File: src/rtl/csr_regfile.sv
// Machine-mode CSR file (mstatus/misa/mtvec/mscratch/mepc/mcause + optional 64-bit counters under CSR_COUNTERS_EN).
// Reads and the illegal flag are combinational (zero latency); writes commit on the next rising edge; no backpressure.
module csr_regfile #(
  parameter int                 WIDTH      = 32,
  parameter logic [WIDTH-1:0]   MISA_VALUE = 32'h4000_0100
) (
  input  logic             clk_i,
  input  logic             rst_n_i,
  input  logic             csr_re_i,
  input  logic [11:0]      csr_raddr_i,
  output logic [WIDTH-1:0] csr_rdata_o,
  input  logic             csr_we_i,
  input  logic [11:0]      csr_waddr_i,
  input  logic [WIDTH-1:0] csr_wdata_i,
  input  logic             instr_retired_i,
  output logic             csr_illegal_o
);

  localparam logic [11:0] ADDR_MSTATUS  = 12'h300;
  localparam logic [11:0] ADDR_MISA     = 12'h301;
  localparam logic [11:0] ADDR_MTVEC    = 12'h305;
  localparam logic [11:0] ADDR_MSCRATCH = 12'h340;
  localparam logic [11:0] ADDR_MEPC     = 12'h341;
  localparam logic [11:0] ADDR_MCAUSE   = 12'h342;
`ifdef CSR_COUNTERS_EN
  localparam logic [11:0] ADDR_MCYCLE    = 12'hB00;
  localparam logic [11:0] ADDR_MCYCLEH   = 12'hB80;
  localparam logic [11:0] ADDR_MINSTRET  = 12'hB02;
  localparam logic [11:0] ADDR_MINSTRETH = 12'hB82;
  localparam logic [11:0] ADDR_CYCLE     = 12'hC00;
  localparam logic [11:0] ADDR_CYCLEH    = 12'hC80;
  localparam logic [11:0] ADDR_INSTRET   = 12'hC02;
  localparam logic [11:0] ADDR_INSTRETH  = 12'hC82;
  localparam logic [2*WIDTH-1:0] CNT_ONE = {{(2*WIDTH-1){1'b0}}, 1'b1};
`endif

  function automatic logic is_impl(input logic [11:0] addr);
    logic hit;
    hit = 1'b0;
    case (addr)
      ADDR_MSTATUS, ADDR_MISA, ADDR_MTVEC,
      ADDR_MSCRATCH, ADDR_MEPC, ADDR_MCAUSE: hit = 1'b1;
`ifdef CSR_COUNTERS_EN
      ADDR_MCYCLE, ADDR_MCYCLEH, ADDR_MINSTRET, ADDR_MINSTRETH,
      ADDR_CYCLE, ADDR_CYCLEH, ADDR_INSTRET, ADDR_INSTRETH: hit = 1'b1;
`endif
      default: hit = 1'b0;
    endcase
    return hit;
  endfunction

  logic             mie_q;
  logic             mpie_q;
  logic [WIDTH-1:2] mtvec_q;
  logic [WIDTH-1:0] mscratch_q;
  logic [WIDTH-1:2] mepc_q;
  logic [WIDTH-1:0] mcause_q;

  logic rd_bad;
  logic wr_bad;
  logic wr_en;

  // Any illegal condition in the cycle, including a bad read, suppresses the write.
  assign rd_bad        = csr_re_i && !is_impl(csr_raddr_i);
  assign wr_bad        = csr_we_i && (!is_impl(csr_waddr_i) ||
                                      (csr_waddr_i[11:10] == 2'b11) ||
                                      (csr_waddr_i == ADDR_MISA));
  assign csr_illegal_o = rd_bad || wr_bad;
  assign wr_en         = csr_we_i && !csr_illegal_o;

  always_ff @(posedge clk_i or negedge rst_n_i) begin
    if (!rst_n_i) begin
      mie_q      <= 1'b0;
      mpie_q     <= 1'b0;
      mtvec_q    <= '0;
      mscratch_q <= '0;
      mepc_q     <= '0;
      mcause_q   <= '0;
    end else if (wr_en) begin
      case (csr_waddr_i)
        ADDR_MSTATUS: begin
          mie_q  <= csr_wdata_i[3];
          mpie_q <= csr_wdata_i[7];
        end
        ADDR_MTVEC:    mtvec_q    <= csr_wdata_i[WIDTH-1:2];
        ADDR_MSCRATCH: mscratch_q <= csr_wdata_i;
        ADDR_MEPC:     mepc_q     <= csr_wdata_i[WIDTH-1:2];
        ADDR_MCAUSE:   mcause_q   <= csr_wdata_i;
        default: ;
      endcase
    end
  end

`ifdef CSR_COUNTERS_EN
  logic [2*WIDTH-1:0] mcycle_q;
  logic [2*WIDTH-1:0] minstret_q;

  // A write to either half replaces that cycle's increment; the other half holds.
  always_ff @(posedge clk_i or negedge rst_n_i) begin
    if (!rst_n_i) begin
      mcycle_q <= '0;
    end else if (wr_en && (csr_waddr_i == ADDR_MCYCLE)) begin
      mcycle_q[WIDTH-1:0] <= csr_wdata_i;
    end else if (wr_en && (csr_waddr_i == ADDR_MCYCLEH)) begin
      mcycle_q[2*WIDTH-1:WIDTH] <= csr_wdata_i;
    end else begin
      mcycle_q <= mcycle_q + CNT_ONE;
    end
  end

  always_ff @(posedge clk_i or negedge rst_n_i) begin
    if (!rst_n_i) begin
      minstret_q <= '0;
    end else if (wr_en && (csr_waddr_i == ADDR_MINSTRET)) begin
      minstret_q[WIDTH-1:0] <= csr_wdata_i;
    end else if (wr_en && (csr_waddr_i == ADDR_MINSTRETH)) begin
      minstret_q[2*WIDTH-1:WIDTH] <= csr_wdata_i;
    end else if (instr_retired_i) begin
      minstret_q <= minstret_q + CNT_ONE;
    end
  end
`else
  logic unused_retired;
  assign unused_retired = instr_retired_i;
`endif

  always_comb begin
    csr_rdata_o = '0;
    case (csr_raddr_i)
      ADDR_MSTATUS: begin
        csr_rdata_o[3] = mie_q;
        csr_rdata_o[7] = mpie_q;
      end
      ADDR_MISA:     csr_rdata_o = MISA_VALUE;
      ADDR_MTVEC:    csr_rdata_o = {mtvec_q, 2'b00};
      ADDR_MSCRATCH: csr_rdata_o = mscratch_q;
      ADDR_MEPC:     csr_rdata_o = {mepc_q, 2'b00};
      ADDR_MCAUSE:   csr_rdata_o = mcause_q;
`ifdef CSR_COUNTERS_EN
      ADDR_MCYCLE,   ADDR_CYCLE:    csr_rdata_o = mcycle_q[WIDTH-1:0];
      ADDR_MCYCLEH,  ADDR_CYCLEH:   csr_rdata_o = mcycle_q[2*WIDTH-1:WIDTH];
      ADDR_MINSTRET, ADDR_INSTRET:  csr_rdata_o = minstret_q[WIDTH-1:0];
      ADDR_MINSTRETH,ADDR_INSTRETH: csr_rdata_o = minstret_q[2*WIDTH-1:WIDTH];
`endif
      default: csr_rdata_o = '0;
    endcase
  end

endmodule

File: config.mk
export PLATFORM = sky130hd
export DESIGN_NAME = csr_regfile
export DESIGN_NICKNAME = d
export VERILOG_FILES = /design/src/rtl/csr_regfile.sv
export SDC_FILE = /design/constraint.sdc
export NUM_CORES = 1
export LEC_CHECK = 0
export ABC_AREA = 1
export BUFFER_PORTS_ARGS = -buffer_cell sky130_fd_sc_hd__buf_4
export CORE_ASPECT_RATIO = 0.9
export CORE_MARGIN = 2
export CORE_UTILIZATION = 50
export CTS_CLUSTER_DIAMETER = 200
export CTS_CLUSTER_SIZE = 25
export DETAILED_ROUTE_END_ITERATION = 10
export GPL_ROUTABILITY_DRIVEN = 1
export PLACE_DENSITY_LB_ADDON = 0.12
export REMOVE_ABC_BUFFERS = 1
export SKIP_LAST_GASP = 1
export SLEW_MARGIN = 20
export SYNTH_ARGS = -nofsm -noshare
export SYNTH_HDL_FRONTEND = slang
export SYNTH_SLANG_ARGS = --single-unit
File: constraint.sdc
create_clock -name clk_i -period 1.15 [get_ports clk_i]
set_input_delay 0.115 -clock clk_i [delete_from_list [all_inputs] [get_ports clk_i]]
set_output_delay 0.115 -clock clk_i [all_outputs]
set_load 0.005 [all_outputs]
==> results.yml <==
status:
  outcome: "complete, but fails checks"
  violations: "negative setup slack"
pwr:
  sequentialPowerShare: 0.399
  power_leakage_nw: 5.26
  max-vdd-ir-drop_mv: 1.41
  fin_total_pwr_mw: 11.1
  p_switching_mw: 2.49
  clock_power_share: 0.539
  pwr-share-comb: 0.062
  power_density_nw_per_um2: 1130
  p_int_mw: 8.63
  swShare: 0.224
grt:
  grt_pass1_vias: 6390
  grt_overflow: 0
  grt_max_degree: 89
  antenna_found_initial: 0
  grt.total_usage: 0.330
  grt_pass1_wl_um: 33000
yosys:
  synth_area_sq_um: 6150
  ys_seq_area_frac: 0.513
  syn_inst: 798
  ys_warn_count: 0
  synth_seq_cells: 126
  synthDistinctLibCells: 26
  avgSynthCellArea_sq_um: 7.71
timing:
  rsz0062_at_grt: "yes"
  final.setup_skew_ns: 0
  slew_violations: 0
  hold_slack_ns: 0.127
  hold_violations: 0
  worstMarginPinSlew_ns: 0.516
  finalCritPeriodShare: 1.37
  max_freq_ghz: 0.635
  period_minus_slack_ns: 1.57
  final.setup.worst_slack_ns: -0.424
  relSlewSlack: 0.656
  setup_violations: 157
clock_tree:
  cts.sinks: 126
  cts_tree: "built"
  cts_max_level: 4
  clock_path_buffers: 2
  insertion_delay_ns: 0.42
  cts-root-buf: "clkbuf_16"
  clkTransAtPathRegs_ns: 0.06
  cts_buffers: 17
final_layout:
  layout-area-overhead-vs-synth_pct: 60.4
  utilization: 0.820
  layout.nets: 1044
  drive_gt1_frac: 0.423
  regArea_sq_um: 3150
  fillCellCount: 676
  antenna_cells: 0
  final_cell_mix: "272 x nand2_1, 126 x dfrtp_1, 114 x nand2_2"
  multi_input_area_sq_um: 3380
  final_common_cell: "nand2_1"
critical_path:
  required_ns: 1.03
  crit_fanout: 6
  critPathArrivalTime_ns: 1.46
  worstSetupStartpointType: "primary input"
  path_class: "primary input to primary output"
  end_kind: "primary output"
routing:
  ant_nets: 0
  wl_per_cell_um: 20.9
  vias_per_cell: 5.85
  wl_um: 24100
  route.detailed.drc: 0
  vias: 6765
  drt_iter0_drc: 676
  drtPass1Iterations: 6
floorplanning:
  dieArea_sq_um: 13200
  die_y_um: 109
  coreArea_sq_um: 12000
  io_pins: 94
  die_x_um: 121
  floorplan.initialDensity: 0.511
  rows: 38
min_path:
  hold_path.class: "primary input to register"
job:
  cap_violations: 0
placement:
  routabilityCongestion: 0.788
  dp_slack_ns: -0.594
  hpwl_um: 11200
  port_buffers: 92
## registers in the layout (all words and copies together), names as in the netlist
signal      cells
mcause_q       32
mscratch_q     32
mepc_q         30
mtvec_q        30
mie_q           1
mpie_q          1
## through the flow
step,area [sq um],TNS [ns],std cells
final,9860,-45.84,1156
after global routing,9860,-56.91,1156
after CTS,8880,-33.35,1139
after detailed placement,7270,-81.89,1050
after global placement,7270,-73.43,1050
after floorplan,5860,-174.28,752
## metal layers
layer,global-route usage,wire [um]
met1,0.404,8660
met2,0.552,11900
met3,0.0816,2580
met4,0.150,1030
met5,0,0
## critical path, cell delays in order
cell     delay (ns)
buf_6          0.10
inv_4          0.04
nand2_4        0.05
nor2_4         0.13
nand2_2        0.08
nor2_4         0.19
buf_8          0.18
buf_4          0.13
nand3_1        0.07
nand4_1        0.20
buf_4          0.15
## power groups by stage
stage | logic [mW] | registers [mW] | clock network [mW]
3_3_place_gp | 0.468 | 4.51 | 0
3_5_place_dp | 0.479 | 4.51 | 0
5_1_grt | 0.735 | 4.43 | 6.20
6_report | 0.690 | 4.44 | 5.99
2_1_floorplan | 0.0727 | 4.52 | 0
4_1_cts | 0.603 | 4.44 | 5.95
## path summary, 6_finish.rpt
check	startpoint	to	slack [ns]	cells after the start
min reg2reg	mcause_q[11]	mcause_q[11]	0.48	2
min in group asynchronous	rst_n_i	mepc_q[30]	0.26	3
max in group asynchronous	rst_n_i	mscratch_q[14]	0.47	3
min	csr_we_i	mie_q	0.13	4
max reg2reg	mtvec_q[30]	mtvec_q[30]	0.45	2
max	csr_raddr_i[5]	csr_rdata_o[11]	-0.42	11
## cell type report
type | instances | area share
clock buffer | 18 | 0.0445
clock inverter | 14 | 0.0219
inverter | 22 | 0.0104
multi-input combinational | 604 | 0.343
sequential | 126 | 0.320
tap | 160 | 0.0203
timing repair buffer | 212 | 0.241
## what timing repair did
action / in CTS / in global routing
setup buffers: 13 / 13
pin swaps: 12 / 73
endpoints found under the hold margin: 252 / 0
endpoints found under the setup margin: 157 / 159
resized for setup: 50 / 253
cloned: 11 / 9
hold buffers: 33 / 0
## synthesized netlist by cell type
cell type	count	area, sq um
nand2_1	429	1610
nor3b_1	1	7.51
nor2_8	2	40.0
inv_2	4	15.0
nand3_1	102	510
nand4_1	31	194
nand2_2	2	12.5
buf_2	1	5.00
clkbuf_1	31	116
inv_1	18	67.6
a21oi_1	3	15.0
buf_6	6	67.6
a32o_1	2	20.0
or2_4	1	8.76
nand3_4	2	35.0
nor2_4	3	33.8
nor2_1	15	56.3
a31oi_1	2	12.5
dfrtp_1	126	3150
nand3_2	1	10.0
buf_8	6	90.1
buf_1	2	7.51
nand2_4	1	11.3
nor3_2	2	20.0
nor3_1	1	5.00
nor2_2	4	25.0
## cell families after synthesis
family / Yosys count / synth area share
buffers and inverters: 68 / 0.0600
AND/OR/NAND/NOR: 597 / 0.420
flip-flops: 126 / 0.513
AO/OA/AOI/OAI: 7 / 0.00773
No activity file was read; power rests on OpenSTA's default activity.
